### src/rtl/mc_controller.sv
// Multicycle LEGv8 control FSM (LDUR/STUR/CBZ/B/ADD/SUB/AND/ORR) with a req/ready memory port.
// Optional memory wait timeout enabled by defining MC_MEM_TIMEOUT_EN.
module mc_controller #(
    parameter int unsigned TIMEOUT = 16
) (
    input  logic        clk,
    input  logic        reset,
    input  logic [10:0] op,
    input  logic        zero,
    input  logic        mem_ready,
    output logic        mem_req,
    output logic        mem_write,
    output logic        iord,
    output logic        ir_we,
    output logic        mdr_we,
    output logic        pc_we,
    output logic        pc_src,
    output logic        reg_write,
    output logic        mem_to_reg,
    output logic        alu_src_a,
    output logic [1:0]  alu_src_b,
    output logic [1:0]  alu_op,
    output logic [3:0]  state,
    output logic        illegal,
    output logic        bus_err
);

    localparam int unsigned WAIT_W = 8;

    if (TIMEOUT < 2 || TIMEOUT > 255) begin : g_bad_timeout
        $error("mc_controller: TIMEOUT must be in 2..255");
    end

    typedef enum logic [3:0] {
        S_FETCH  = 4'd0,
        S_DECODE = 4'd1,
        S_MEMADR = 4'd2,
        S_MEMRD  = 4'd3,
        S_MEMWB  = 4'd4,
        S_MEMWR  = 4'd5,
        S_EXEC   = 4'd6,
        S_ALUWB  = 4'd7,
        S_BRANCH = 4'd8,
        S_JUMP   = 4'd9,
        S_TRAP   = 4'd10
    } state_e;

    state_e state_q, state_d;
    logic   illegal_q;
    logic   timeout_c;

    // State register; illegal stays set once TRAP is reached.
    always_ff @(posedge clk or negedge reset) begin
        if (!reset) begin
            state_q   <= S_FETCH;
            illegal_q <= 1'b0;
        end else begin
            state_q   <= state_d;
            illegal_q <= illegal_q | (state_d == S_TRAP);
        end
    end

`ifdef MC_MEM_TIMEOUT_EN
    localparam logic [WAIT_W-1:0] WAIT_LAST = WAIT_W'(TIMEOUT - 1);

    logic [WAIT_W-1:0] wait_q, wait_d;
    logic              bus_err_q;
    logic              waiting_c;

    // Counter restarts whenever the FSM changes state, i.e. on entry to any access state.
    always_comb begin
        waiting_c = ((state_q == S_FETCH) || (state_q == S_MEMRD) || (state_q == S_MEMWR))
                    && !mem_ready;
        timeout_c = waiting_c && (wait_q == WAIT_LAST);
        wait_d    = wait_q;
        if (state_d != state_q) begin
            wait_d = '0;
        end else if (waiting_c) begin
            wait_d = wait_q + WAIT_W'(1);
        end
    end

    always_ff @(posedge clk or negedge reset) begin
        if (!reset) begin
            wait_q    <= '0;
            bus_err_q <= 1'b0;
        end else begin
            wait_q    <= wait_d;
            bus_err_q <= bus_err_q | timeout_c;
        end
    end

    assign bus_err = bus_err_q;
`else
    assign timeout_c = 1'b0;
    assign bus_err   = 1'b0;
`endif

    // Next-state and per-state control outputs; everything held low during reset.
    always_comb begin
        state_d    = state_q;
        mem_req    = 1'b0;
        mem_write  = 1'b0;
        iord       = 1'b0;
        ir_we      = 1'b0;
        mdr_we     = 1'b0;
        pc_we      = 1'b0;
        pc_src     = 1'b0;
        reg_write  = 1'b0;
        mem_to_reg = 1'b0;
        alu_src_a  = 1'b0;
        alu_src_b  = 2'b00;
        alu_op     = 2'b00;
        if (reset) begin
            case (state_q)
                S_FETCH: begin
                    mem_req   = 1'b1;
                    alu_src_b = 2'b01;
                    if (mem_ready) begin
                        ir_we   = 1'b1;
                        pc_we   = 1'b1;
                        state_d = S_DECODE;
                    end else if (timeout_c) begin
                        state_d = S_TRAP;
                    end
                end
                S_DECODE: begin
                    alu_src_b = 2'b11;
                    casez (op)
                        11'b11111000010,
                        11'b11111000000: state_d = S_MEMADR;
                        11'b10001011000,
                        11'b11001011000,
                        11'b10001010000,
                        11'b10101010000: state_d = S_EXEC;
                        11'b10110100???: state_d = S_BRANCH;
                        11'b000101?????: state_d = S_JUMP;
                        default:         state_d = S_TRAP;
                    endcase
                end
                S_MEMADR: begin
                    alu_src_a = 1'b1;
                    alu_src_b = 2'b10;
                    state_d   = op[1] ? S_MEMRD : S_MEMWR;
                end
                S_MEMRD: begin
                    mem_req = 1'b1;
                    iord    = 1'b1;
                    if (mem_ready) begin
                        mdr_we  = 1'b1;
                        state_d = S_MEMWB;
                    end else if (timeout_c) begin
                        state_d = S_TRAP;
                    end
                end
                S_MEMWB: begin
                    reg_write  = 1'b1;
                    mem_to_reg = 1'b1;
                    state_d    = S_FETCH;
                end
                S_MEMWR: begin
                    mem_req   = 1'b1;
                    mem_write = 1'b1;
                    iord      = 1'b1;
                    if (mem_ready) begin
                        state_d = S_FETCH;
                    end else if (timeout_c) begin
                        state_d = S_TRAP;
                    end
                end
                S_EXEC: begin
                    alu_src_a = 1'b1;
                    alu_op    = 2'b10;
                    state_d   = S_ALUWB;
                end
                S_ALUWB: begin
                    reg_write = 1'b1;
                    state_d   = S_FETCH;
                end
                S_BRANCH: begin
                    alu_src_a = 1'b1;
                    alu_op    = 2'b01;
                    pc_src    = 1'b1;
                    pc_we     = zero;
                    state_d   = S_FETCH;
                end
                S_JUMP: begin
                    pc_src  = 1'b1;
                    pc_we   = 1'b1;
                    state_d = S_FETCH;
                end
                S_TRAP:  state_d = S_TRAP;
                default: state_d = S_TRAP;
            endcase
        end
    end

    assign state   = state_q;
    assign illegal = illegal_q;

endmodule

### config.mk
export PLATFORM = sky130hd
export DESIGN_NAME = mc_controller
export DESIGN_NICKNAME = d
export VERILOG_FILES = /design/src/rtl/mc_controller.sv
export SDC_FILE = /design/constraint.sdc
export NUM_CORES = 1
export LEC_CHECK = 0
export ABC_AREA = 1
export BUFFER_PORTS_ARGS = -buffer_cell sky130_fd_sc_hd__buf_2
export CELL_PAD_IN_SITES_DETAIL_PLACEMENT = 0
export CELL_PAD_IN_SITES_GLOBAL_PLACEMENT = 2
export CORE_ASPECT_RATIO = 1.5
export CORE_UTILIZATION = 19
export DETAILED_ROUTE_END_ITERATION = 12
export GPL_TIMING_DRIVEN = 0
export HOLD_SLACK_MARGIN = 0.06
export PLACE_DENSITY = 0.86
export SYNTH_ARGS = -nofsm -noshare
export SYNTH_HDL_FRONTEND = slang
export SYNTH_SLANG_ARGS = --single-unit
### constraint.sdc
create_clock -name clk -period 1.58 [get_ports clk]
set_clock_uncertainty 0.1 [all_clocks]
set_input_delay 0.158 -clock clk [delete_from_list [all_inputs] [get_ports clk]]
set_output_delay 0.158 -clock clk [all_outputs]
set_load 0.02 [all_outputs]
==> implementation parameters <==
Parameter                              Value

Status
  Run status    finished, violations left
  Violations in the final reports    hold timing, setup timing

Synth
  Total nets after synthesis    136
  Count of state elements after synthesis    5
  Commonest cells in the netlist    nand2_1, nor2_1, inv_1, nand3_1
  Post-Synthesis Cell Area    628 µm²
  Post-synthesis cell type count    19
  Top flip-flop cell by instance count after synthesis    dfrtp_1
  Cell accounting for the most synthesized area    nand2_1
  Fraction of registers with async set or reset after synthesis    100%
  Post-synthesis area per instance    5.19 µm²
  Share of Yosys cell area claimed by the top area cell type    20.9%
  Leading cell type by number of instances after synthesis    nand2_1
  Leading cell types by total area after synthesis    nand2_1, dfrtp_1, nor2_1
  Post-synthesis cell count    121
  Seq/Total Area, Yosys    19.9%
  Number of synthesized flops with an enable pin    0
  Yosys warns    0

Floorplanning
  Starting Density    19.9%
  Core ar.    3160 µm²
  I/O pin total    35
  Width of the die    48.9 µm
  Height of the chip    72.4 µm
  Cell row count    25
  Die area    3540 µm²

Clock network
  Later-pin clock latency in the skew report    220 ps
  Num Clock Sinks    5
  Number of CTS-inserted buffers    3
  Bufs on Longest Clock Path    2
  Master cell of the clock root buffer    clkbuf_8
  Clock Pin Slew Worst Setup and Hold Paths    40 ps
  H-tree depth reported by CTS    1
  TritonCTS clock tree    yes

Cells and area
  Number of nets in the layout    180
  Number of antenna cells inserted    0
  Final cell utilization of the core    31.8%
  Synth-to-Final Area Change    59.8%
  Fraction of final layout cells sized beyond drive strength 1    42.1%
  Post-route insts no fill    204
  Fillcell total    376

Timing
  Final number of setup-violating endpoints    2
  Min Hold Slack    -313 ps
  Shortest clock period the worst path allows after layout    1600 ps
  Fin worst setup slack    -24.1 ps
  Final worst-path cycle share    102%
  RSZ-0062 raised after global routing    true
  Maximum operating frequency    623 MHz
  Max-slew violation total from the final report    0
  Final Hold Vio Count    5

Detailed routing
  Vias post-DR    873
  Sum of routed wire length over all layers    1.85 mm
  WL/cell    9.08 µm
  Post-detailed-route count of antenna-violating nets    0
  DR vias/cell    4.28
  Drt initial violations    16
  Number of iterations in the first detailed-routing pass    4
  Remaining DRCs    0

Power
  Pwr dens    1550 nW/µm²
  Leakage power figure    0.564 nW
  PnR Total Power    1.55 mW
  Worst IR Drop VDD    0.428 mV

Worst setup path
  Critical Path, Cell by Cell    nor2_4 -> nand2_1 -> nand2_2 -> inv_2 -> a21oi_2 -> buf_4
  Kind of cell with the highest combined delay on the critical path    flip-flops
  Largest fanout on the critical path    8
  Endpoint kind of the worst setup timing path    output pin
  Peak per-stage delay on the critical path    430 ps
  Buf/Inv on CP    2
  Worst Path Arrival    1350 ps
  Crit start category    flip-flop
  Worst setup slack for register-to-register paths    40 ps
  CP Class    flip-flop to output pin
  Data required time of the worst path    1320 ps
  Cell with the largest stage delay on the worst path    dfrtp_2

Global route
  GR Overflow Total    0
  Number of antenna violations at the first check in global routing    0
  Global-route usage over all layers    10.4%
  First-pass GRT wire length    2.97 mm
  Maximum number of pins on one net before global-route repair    12
  Via count of the first global-routing pass    756

Placed design
  HPWL after detailed placement    1.55 mm
  Final weighted congestion in routability-driven placement    0.846
  IO buf count    33
  Placed Cells incl. Taps    194

Flow run
  Max-Cap Viols    0

Worst hold path
  Type of the worst min-delay path    input port to asynchronous set/reset pin
==> cell families (layout without fill, tap and decap cells) <==
kind of cell / after synthesis / after routing / synth area share [%]
other cells: 1 / 1 / 0.597
compound gates: 6 / 6 / 5.38
flops: 5 / 5 / 19.9
buf+inv: 21 / 64 / 13.1
simple gates: 88 / 88 / 61.0
==> timing repair <==
item | CTS | global route
resized for setup | 11 | 15
buffers inserted | 2 | 4
endpoints found under the setup margin | 11 | 9
hold endpoints to repair | 5 | 5
gates cloned | 0 | 0
pin swaps | 3 | 6
==> where the power goes <==
| group | switching (mW) | total (mW) | leakage (nW) | internal (mW) |
|---|---|---|---|---|
| registers | 0.105 | 0.285 | 0.0544 | 0.179 |
| clock network | 0.0593 | 0.232 | 0.0228 | 0.173 |
| logic | 0.627 | 1.03 | 0.487 | 0.407 |
| total | 0.792 | 1.55 | 0.564 | 0.760 |
==> metal layers <==
| metal | share of wire (%) | wire length, µm | global-route usage, % | up-vias |
|---|---|---|---|---|
| met3 | 3.8 | 70 | 1.26 | 2 |
| li1 | - | - | - | 456 |
| met2 | 56 | 1030 | 20.1 | 22 |
| met1 | 40 | 736 | 11.2 | 393 |
| met5 | 0 | 0 | 0 | - |
| met4 | 0.92 | 17 | 4.25 | 0 |
==> sequential cells by signal, summed over array words and instances (netlist names) <==
signal and flops:
illegal 1, state 4
==> per-stage QoR <==
step	setup TNS, ps	instance area [µm²]	setup slack, ps
after floorplan	0	628	42.3
after global placement	0	843	36.1
after detailed placement	0	843	35.3
after CTS	-74.7	932	-53.4
after global routing	-439	1000	-93.5
final	-27.3	1000	-24.1
==> area by class of cell <==
cell class	count	area (µm²)	share of cell area [%]
tap	40	50.0	4.99
sequential	5	130	13.0
buffer	2	11.3	1.12
multi-input combinational	95	459	45.8
timing repair buffer	39	233	23.2
inverter	19	75.1	7.48
clock buffer	4	45.0	4.49
==> placed cells by master, fill, tap and decap left out, drive strengths merged <==
cell     synthesis  routed
buf              1      40
nand2           38      38
nor2            33      33
inv             18      18
nand3           14      14
dfrtp            5       5
clkbuf           1       5
a21oi            4       4
nor3             2       2
clkinv           1       1
o21ai            1       1
nand4            1       1
o2111ai          1       1
conb             1       1
==> worst reg2reg max path, stage by stage (launching register included) <==
cell	delay, ps
dfrtp_2	470
nand2_1	110
clkinv_2	80
nand2_1	80
nand2_2	60
buf_4	130
nand3_1	60
nand2_1	60
nand2_1	70
nand2_2	60
nor2_2	100
nand2_1	50
nand2_1	50
==> path summary, 6_finish.rpt <==
path                          start       end  cells after the start
setup / recovery           state[2]   mem_req                      6
hold reg to reg             illegal   illegal                      2
min in group clk              reset  state[2]                      3
hold / removal                reset  state[0]                      1
max in group asynchronous     reset  state[1]                      1
setup reg to reg           state[1]   illegal                     12
(Power assumes the default switching activity.)
